`src/rtl/atx_pll_reconfig_master_pkg.sv`:
```
`default_nettype none
// ============================================================================
// Module : atx_pll_reconfig_master_pkg
// Brief  : Shared types and defaults for the ATX PLL reconfiguration master:
//          command op encoding, FSM state encoding, bus width defaults.
// Rev    : 1.0  initial release
// ============================================================================
package atx_pll_reconfig_master_pkg;

  localparam int DEF_ADDR_W = 11;
  localparam int DEF_DATA_W = 32;

  typedef enum logic [1:0] {
    OP_READ    = 2'b00,
    OP_WRITE   = 2'b01,
    OP_RMW     = 2'b10,
    OP_RMW_CAL = 2'b11
  } op_t;

  typedef enum logic [2:0] {
    ST_IDLE     = 3'd0,
    ST_RD       = 3'd1,
    ST_WR       = 3'd2,
    ST_SETTLE   = 3'd3,
    ST_CAL_WAIT = 3'd4,
    ST_RESP     = 3'd5
  } state_t;

  // States that share the timeout counter
  function automatic logic is_timed(input state_t s);
    return (s == ST_RD) || (s == ST_WR) || (s == ST_CAL_WAIT);
  endfunction

endpackage
`default_nettype wire

```
`src/rtl/atx_pll_reconfig_master_timeout_ctr.sv`:
```
`default_nettype none
// ============================================================================
// Module : reconfig_timeout_ctr
// Brief  : Saturating wait counter. Cleared on entry to a waiting state,
//          counts every enabled cycle, flags expired once it reaches TIMEOUT.
// Rev    : 1.0  initial release
// ============================================================================
module reconfig_timeout_ctr #(
  parameter int TIMEOUT = 4095
) (
  input  logic clk,
  input  logic rst,
  input  logic clear,
  input  logic enable,
  output logic expired
);

  localparam int CNT_W = (TIMEOUT > 0) ? $clog2(TIMEOUT + 1) : 1;
  localparam logic [CNT_W-1:0] LIMIT = CNT_W'(TIMEOUT);

  logic [CNT_W-1:0] count;

  // Count up while enabled, holding at the limit so expired stays asserted
  always_ff @(posedge clk) begin
    if (rst || clear) begin
      count <= '0;
    end else if (enable && (count != LIMIT)) begin
      count <= count + CNT_W'(1);
    end
  end

  assign expired = (count == LIMIT);

endmodule
`default_nettype wire

```
`src/rtl/atx_pll_reconfig_master.sv`:
```
`default_nettype none
// ============================================================================
// Module : atx_pll_reconfig_master
// Brief  : Command-driven Avalon-MM master for ATX PLL reconfiguration.
//          Executes READ, WRITE, read-modify-write and RMW followed by a
//          calibration wait, with a per-access timeout and sticky error.
// Rev    : 1.0  initial release
// ============================================================================
module atx_pll_reconfig_master
  import atx_pll_reconfig_master_pkg::*;
#(
  parameter int ADDR_W     = DEF_ADDR_W,
  parameter int DATA_W     = DEF_DATA_W,
  parameter int TIMEOUT    = 4095,
  parameter int CAL_SETTLE = 16
) (
  input  logic              reconfig_clk,
  input  logic              reconfig_reset,
  // command / response
  input  logic              cmd_valid,
  output logic              cmd_ready,
  input  logic [1:0]        cmd_op,
  input  logic [ADDR_W-1:0] cmd_address,
  input  logic [DATA_W-1:0] cmd_wdata,
  input  logic [DATA_W-1:0] cmd_mask,
  output logic              rsp_valid,
  output logic [DATA_W-1:0] rsp_rdata,
  output logic              rsp_error,
  // Avalon-MM reconfiguration bus
  output logic              reconfig_write,
  output logic              reconfig_read,
  output logic [ADDR_W-1:0] reconfig_address,
  output logic [DATA_W-1:0] reconfig_writedata,
  input  logic [DATA_W-1:0] reconfig_readdata,
  input  logic              reconfig_waitrequest,
  // calibration status
  input  logic              pll_cal_busy
);

  localparam int SETTLE_W = (CAL_SETTLE > 1) ? $clog2(CAL_SETTLE) : 1;
  localparam logic [SETTLE_W-1:0] SETTLE_LAST = SETTLE_W'(CAL_SETTLE - 1);

  state_t              state;
  state_t              state_next;
  op_t                 op_q;
  logic [ADDR_W-1:0]   addr_q;
  logic [DATA_W-1:0]   wdata_q;
  logic [DATA_W-1:0]   mask_q;
  logic [DATA_W-1:0]   rdata_q;
  logic                err_q;
  logic                err_set;
  logic                accept;
  logic                tmo_clear;
  logic                tmo_enable;
  logic                tmo_expired;
  logic [SETTLE_W-1:0] settle_cnt;

  assign cmd_ready = (state == ST_IDLE) && !reconfig_reset;
  assign accept    = cmd_valid && cmd_ready;

  // Shared wait counter: restarts whenever a waiting state is freshly entered
  assign tmo_clear  = (state_next != state) && is_timed(state_next);
  assign tmo_enable = is_timed(state);

  reconfig_timeout_ctr #(
    .TIMEOUT (TIMEOUT)
  ) u_timeout_ctr (
    .clk     (reconfig_clk),
    .rst     (reconfig_reset),
    .clear   (tmo_clear),
    .enable  (tmo_enable),
    .expired (tmo_expired)
  );

  // State register
  always_ff @(posedge reconfig_clk) begin
    if (reconfig_reset) begin
      state <= ST_IDLE;
    end else begin
      state <= state_next;
    end
  end

  // Command latch, read-data capture and sticky error
  always_ff @(posedge reconfig_clk) begin
    if (reconfig_reset) begin
      op_q    <= OP_READ;
      addr_q  <= '0;
      wdata_q <= '0;
      mask_q  <= '0;
      rdata_q <= '0;
      err_q   <= 1'b0;
    end else begin
      if (accept) begin
        op_q    <= op_t'(cmd_op);
        addr_q  <= cmd_address;
        wdata_q <= cmd_wdata;
        mask_q  <= cmd_mask;
        if (op_t'(cmd_op) == OP_WRITE) begin
          rdata_q <= '0;
        end
      end else if ((state == ST_RD) && !reconfig_waitrequest) begin
        rdata_q <= reconfig_readdata;
      end
      if (state == ST_RESP) begin
        err_q <= 1'b0;
      end else if (err_set) begin
        err_q <= 1'b1;
      end
    end
  end

  // Settle delay after the calibration write; pll_cal_busy is not looked at
  always_ff @(posedge reconfig_clk) begin
    if (reconfig_reset || (state != ST_SETTLE)) begin
      settle_cnt <= '0;
    end else begin
      settle_cnt <= settle_cnt + SETTLE_W'(1);
    end
  end

  // Next-state and bus strobes; a ready handshake beats a same-cycle timeout
  always_comb begin
    state_next     = state;
    err_set        = 1'b0;
    reconfig_read  = 1'b0;
    reconfig_write = 1'b0;
    case (state)
      ST_IDLE: begin
        if (accept) begin
          state_next = (op_t'(cmd_op) == OP_WRITE) ? ST_WR : ST_RD;
        end
      end
      ST_RD: begin
        reconfig_read = 1'b1;
        if (!reconfig_waitrequest) begin
          state_next = (op_q == OP_READ) ? ST_RESP : ST_WR;
        end else if (tmo_expired) begin
          err_set    = 1'b1;
          state_next = ST_RESP;
        end
      end
      ST_WR: begin
        reconfig_write = 1'b1;
        if (!reconfig_waitrequest) begin
          state_next = (op_q == OP_RMW_CAL) ? ST_SETTLE : ST_RESP;
        end else if (tmo_expired) begin
          err_set    = 1'b1;
          state_next = ST_RESP;
        end
      end
      ST_SETTLE: begin
        if (settle_cnt == SETTLE_LAST) begin
          state_next = ST_CAL_WAIT;
        end
      end
      ST_CAL_WAIT: begin
        if (!pll_cal_busy) begin
          state_next = ST_RESP;
        end else if (tmo_expired) begin
          err_set    = 1'b1;
          state_next = ST_RESP;
        end
      end
      ST_RESP: begin
        state_next = ST_IDLE;
      end
      default: begin
        state_next = ST_IDLE;
      end
    endcase
  end

  assign rsp_valid          = (state == ST_RESP);
  assign rsp_error          = rsp_valid && err_q;
  assign rsp_rdata          = rdata_q;
  assign reconfig_address   = addr_q;
  assign reconfig_writedata = (op_q == OP_WRITE) ? wdata_q
                                                 : ((rdata_q & ~mask_q) | (wdata_q & mask_q));

endmodule
`default_nettype wire

```
`config.mk`:
```
export PLATFORM = sky130hd
export DESIGN_NAME = atx_pll_reconfig_master
export DESIGN_NICKNAME = d
export VERILOG_FILES = /design/src/rtl/atx_pll_reconfig_master_pkg.sv /design/src/rtl/atx_pll_reconfig_master_timeout_ctr.sv /design/src/rtl/atx_pll_reconfig_master.sv
export SDC_FILE = /design/constraint.sdc
export NUM_CORES = 1
export LEC_CHECK = 0
export CORE_MARGIN = 2
export CORE_UTILIZATION = 25
export DETAILED_ROUTE_END_ITERATION = 6
export GPL_ROUTABILITY_DRIVEN = 0
export HOLD_SLACK_MARGIN = 0.15
export PLACE_DENSITY = 0.51
export SYNTH_ARGS = -nofsm -noshare
export SYNTH_HDL_FRONTEND = slang
export SYNTH_SLANG_ARGS = --single-unit
```
`constraint.sdc`:
```
create_clock -name reconfig_clk -period 1.75 [get_ports reconfig_clk]
set_input_delay 0.175 -clock reconfig_clk [delete_from_list [all_inputs] [get_ports reconfig_clk]]
set_output_delay 0.175 -clock reconfig_clk [all_outputs]
set_load 0.01 [all_outputs]
```
==> metrics.cfg <==
[outcome]
status = complete, but fails checks
failed_checks = negative setup slack

[clock_tree]
clk_latency_ns = 0.41
cts_buffers = 17
ctsRootBufferMaster = clkbuf_16
htree_num_levels = 4
cts_buffer_depth = 2
path_clk_slew_ns = 0.06
cts_tree = done
cts_num_sinks = 129

[yosys]
syn-mean-instance-area_um2 = 8.36
synthCells = 683
yosys.area.top_type = dfxtp_1
yosysUniqueCellTypes = 42
synth_top_family_by_area = simple AND/OR/NAND/NOR gates
synth_adder_area_share_pct = 0.438
ys_top_cells_by_area = dfxtp_1 (45%), nand2_1 (13%), nand3b_1 (10%)
syn-cell-area_um2 = 5710
yosysWarningCount = 0
yosys.area_share.simple_pct = 33.6
synthXorXnorAreaFrac_pct = 2.15
syn-num-nets = 799
ys_ff_latch = 129
seq_area_frac_synth_pct = 45.2
synth_compound_area_share_pct = 7.56
post-synth-top-area-fraction_pct = 45.2
synth_mux_area_share_pct = 6.49

[setup_path]
path_cells = buf_6 -> or3b_4 -> o21a_4 -> buf_12 -> nor4_4 -> xnor2_1 -> a2111oi_4
max_stage_delay_ns = 0.41
arrival_ns = 2.27
cpMaxStageDelayCell = or3b_4
start_kind = flop
path_delay_family = simple AND/OR/NAND/NOR gates
crit_fanout = 6
cp-end-kind = flop
critPathBufInv = 2
cp.required_ns = 2.06
crit_type = flop to flop

[sta]
drv_slew = 0
layout_min_cycle_time_ns = 1.96
rsz0062_at_grt = yes
period_share_pct = 112
fmax_ghz = 0.510
final_hold_viol_count = 0
relSlewSlack_pct = 60.0
finalSetupViolCount = 74
max_slew.worst_pin.slew_ns = 0.600
skew_ns = 0.00766
timing.hold.ws_ns = 0.287
finalWorstSetupSlack_ns = -0.210

[global_routing]
grt_max_degree = 66
grt_pass1_wl_mm = 30.7
grt.total_usage_pct = 16.4
overflow = 0
grt_pass1_vias = 5540
antenna_found_initial = 1

[layout]
fin_nets = 1046
post-route-util_pct = 45.0
finalNonFillerCells = 1229
drive_above_1_share_pct = 30.2
syn2layout_area_growth_pct = 77.4

[hold_path]
min_path_type = input pin to flop

[power]
ir_worst_vdd_mv = 0.558
p_leak_nw = 4.02
p_total_mw = 9.50
powerDensity_nw_per_um2 = 938

[die]
die-height_um = 155
ios = 194
die-width_um = 155
fp.coreArea_um2 = 22500
num_rows = 55
die_area_um2 = 24100
start_util_pct = 25.4

[drt]
first_pass_iters = 4
dr_total_vias = 5647
viasPerCell = 4.59
drc_errors = 0
ant_nets = 0
drt_iter0_markers = 263
wire_per_inst_um = 17.4
drt-total-wl_mm = 21.3

[place]
io_buffers = 193
dp.cells = 1160
dpl.hpwl_mm = 12.1

[run]
drv_cap = 0

## registers in the layout, indices dropped and copies added (netlist names)
name / flops
reconfig_address: 11
u_timeout_ctr.count: 12
op_q: 2
wdata_q: 32
rsp_rdata: 32
settle_cnt: 4
mask_q: 32
err_q: 1
state: 3
## area by class of cell
| type | count | area (um^2) |
|---|---|---|
| Antenna cell | 1 | 2.50 |
| Clock buffer | 20 | 447 |
| Clock inverter | 12 | 183 |
| Fill cell | 2167 | 12400 |
| Inverter | 5 | 21.3 |
| Multi-Input combinational cell | 498 | 3600 |
| Sequential cell | 129 | 2610 |
| Tap cell | 285 | 357 |
| Timing Repair Buffer | 279 | 2910 |
## synth_stat cells
library cell and count:
nor4_2 3, mux2_2 32, dfxtp_1 129, a2111oi_1 1
buf_1 1, nor2_1 45, o21ai_0 1, and3b_1 1
nand2_1 193, xnor2_1 13, nor3b_1 4, buf_6 3
or3b_2 1, nand3_1 38, a221oi_2 1, a2111oi_0 2
and2_1 2, o21bai_1 1, a2111oi_2 9, mux2i_1 1
o22ai_1 1, and4_1 2, nor4b_1 2, a211oi_1 1
nand3b_1 77, xor2_1 1, nor2b_1 3, o21a_4 1
nor4_1 7, or2_2 3, or3b_4 1, clkbuf_1 39
nand4_1 2, o32ai_1 1, inv_1 5, a21oi_1 39
nor3_1 3, buf_2 8, buf_4 2, and3_1 1
ha_1 2, o31a_1 1
## worst min-delay path, delay by kind of cell
family / cells / cell delay [ns]
buffers and inverters: 1 / 0.39
AND/OR/NAND/NOR: 2 / 0.09
## where the power goes
| group | switching, mW | leakage [nW] | internal (mW) |
|---|---|---|---|
| Clock | 1.40 | 0.297 | 2.43 |
| Sequential | 0.194 | 1.06 | 3.19 |
| Combinational | 1.06 | 2.66 | 1.23 |
| Total | 2.65 | 4.02 | 6.85 |
## through the flow
| step | setup TNS, ns | setup slack [ns] | instance area, um^2 |
|---|---|---|---|
| after floorplan | -0.527 | -0.0511 | 5860 |
| after global routing | -11.01 | -0.278 | 10100 |
| after global placement | -31.45 | -0.521 | 8360 |
| final | -6.37 | -0.210 | 10100 |
| after detailed placement | -32.52 | -0.522 | 8360 |
| after CTS | -5.36 | -0.185 | 9760 |
## logic make-up after synthesis
family | count (synthesis)
muxes | 33
and+or+nand+nor | 388
buffers and inverters | 58
DFF | 129
adders and majority gates | 2
AOI/OAI and AO/OA | 59
xor gates and xnor gates | 14
## cells in the final DEF, fill, tap and decap left out, types with 14 or more instances in the layout
cell | Yosys | final
buf_6 | 3 | 54
nor2_2 | 0 | 20
clkdlybuf4s50_1 | 0 | 155
buf_4 | 2 | 50
clkbuf_16 | 0 | 20
mux2_4 | 0 | 14
nand2_1 | 193 | 192
dfxtp_1 | 129 | 121
a21oi_1 | 39 | 35
nor2_4 | 0 | 16
mux2_2 | 32 | 18
nand3b_1 | 77 | 77
nand3_1 | 38 | 33
## metal layers
| metal | vias up | global-route usage [%] | wire length, um |
|---|---|---|---|
| met2 | 143 | 27.6 | 10300 |
| met1 | 2672 | 20.7 | 9600 |
| li1 | 2813 | - | - |
| met4 | 0 | 4.98 | 352 |
| met3 | 19 | 4.23 | 1090 |
| met5 | - | 0 | 0 |
## timing repair
| item | 4_1_cts | 5_1_grt |
|---|---|---|
| buffers inserted | 22 | 9 |
| pin swaps | 29 | 11 |
| gates resized for setup | 277 | 50 |
| cloned | 3 | 4 |
| hold buffers | 0 | 0 |
| endpoints found under the setup margin | 82 | 114 |
## worst paths after layout
check,to,from,cells past startpoint,slack [ns]
setup / recovery,u_timeout_ctr.count[6],state[0],7,-0.21
hold / removal,mask_q[22],cmd_mask[22],3,0.29
hold reg to reg,rsp_rdata[29],rsp_rdata[29],2,0.47
setup reg to reg,u_timeout_ctr.count[6],state[0],7,-0.21
Power figures use the tool's default switching activity.
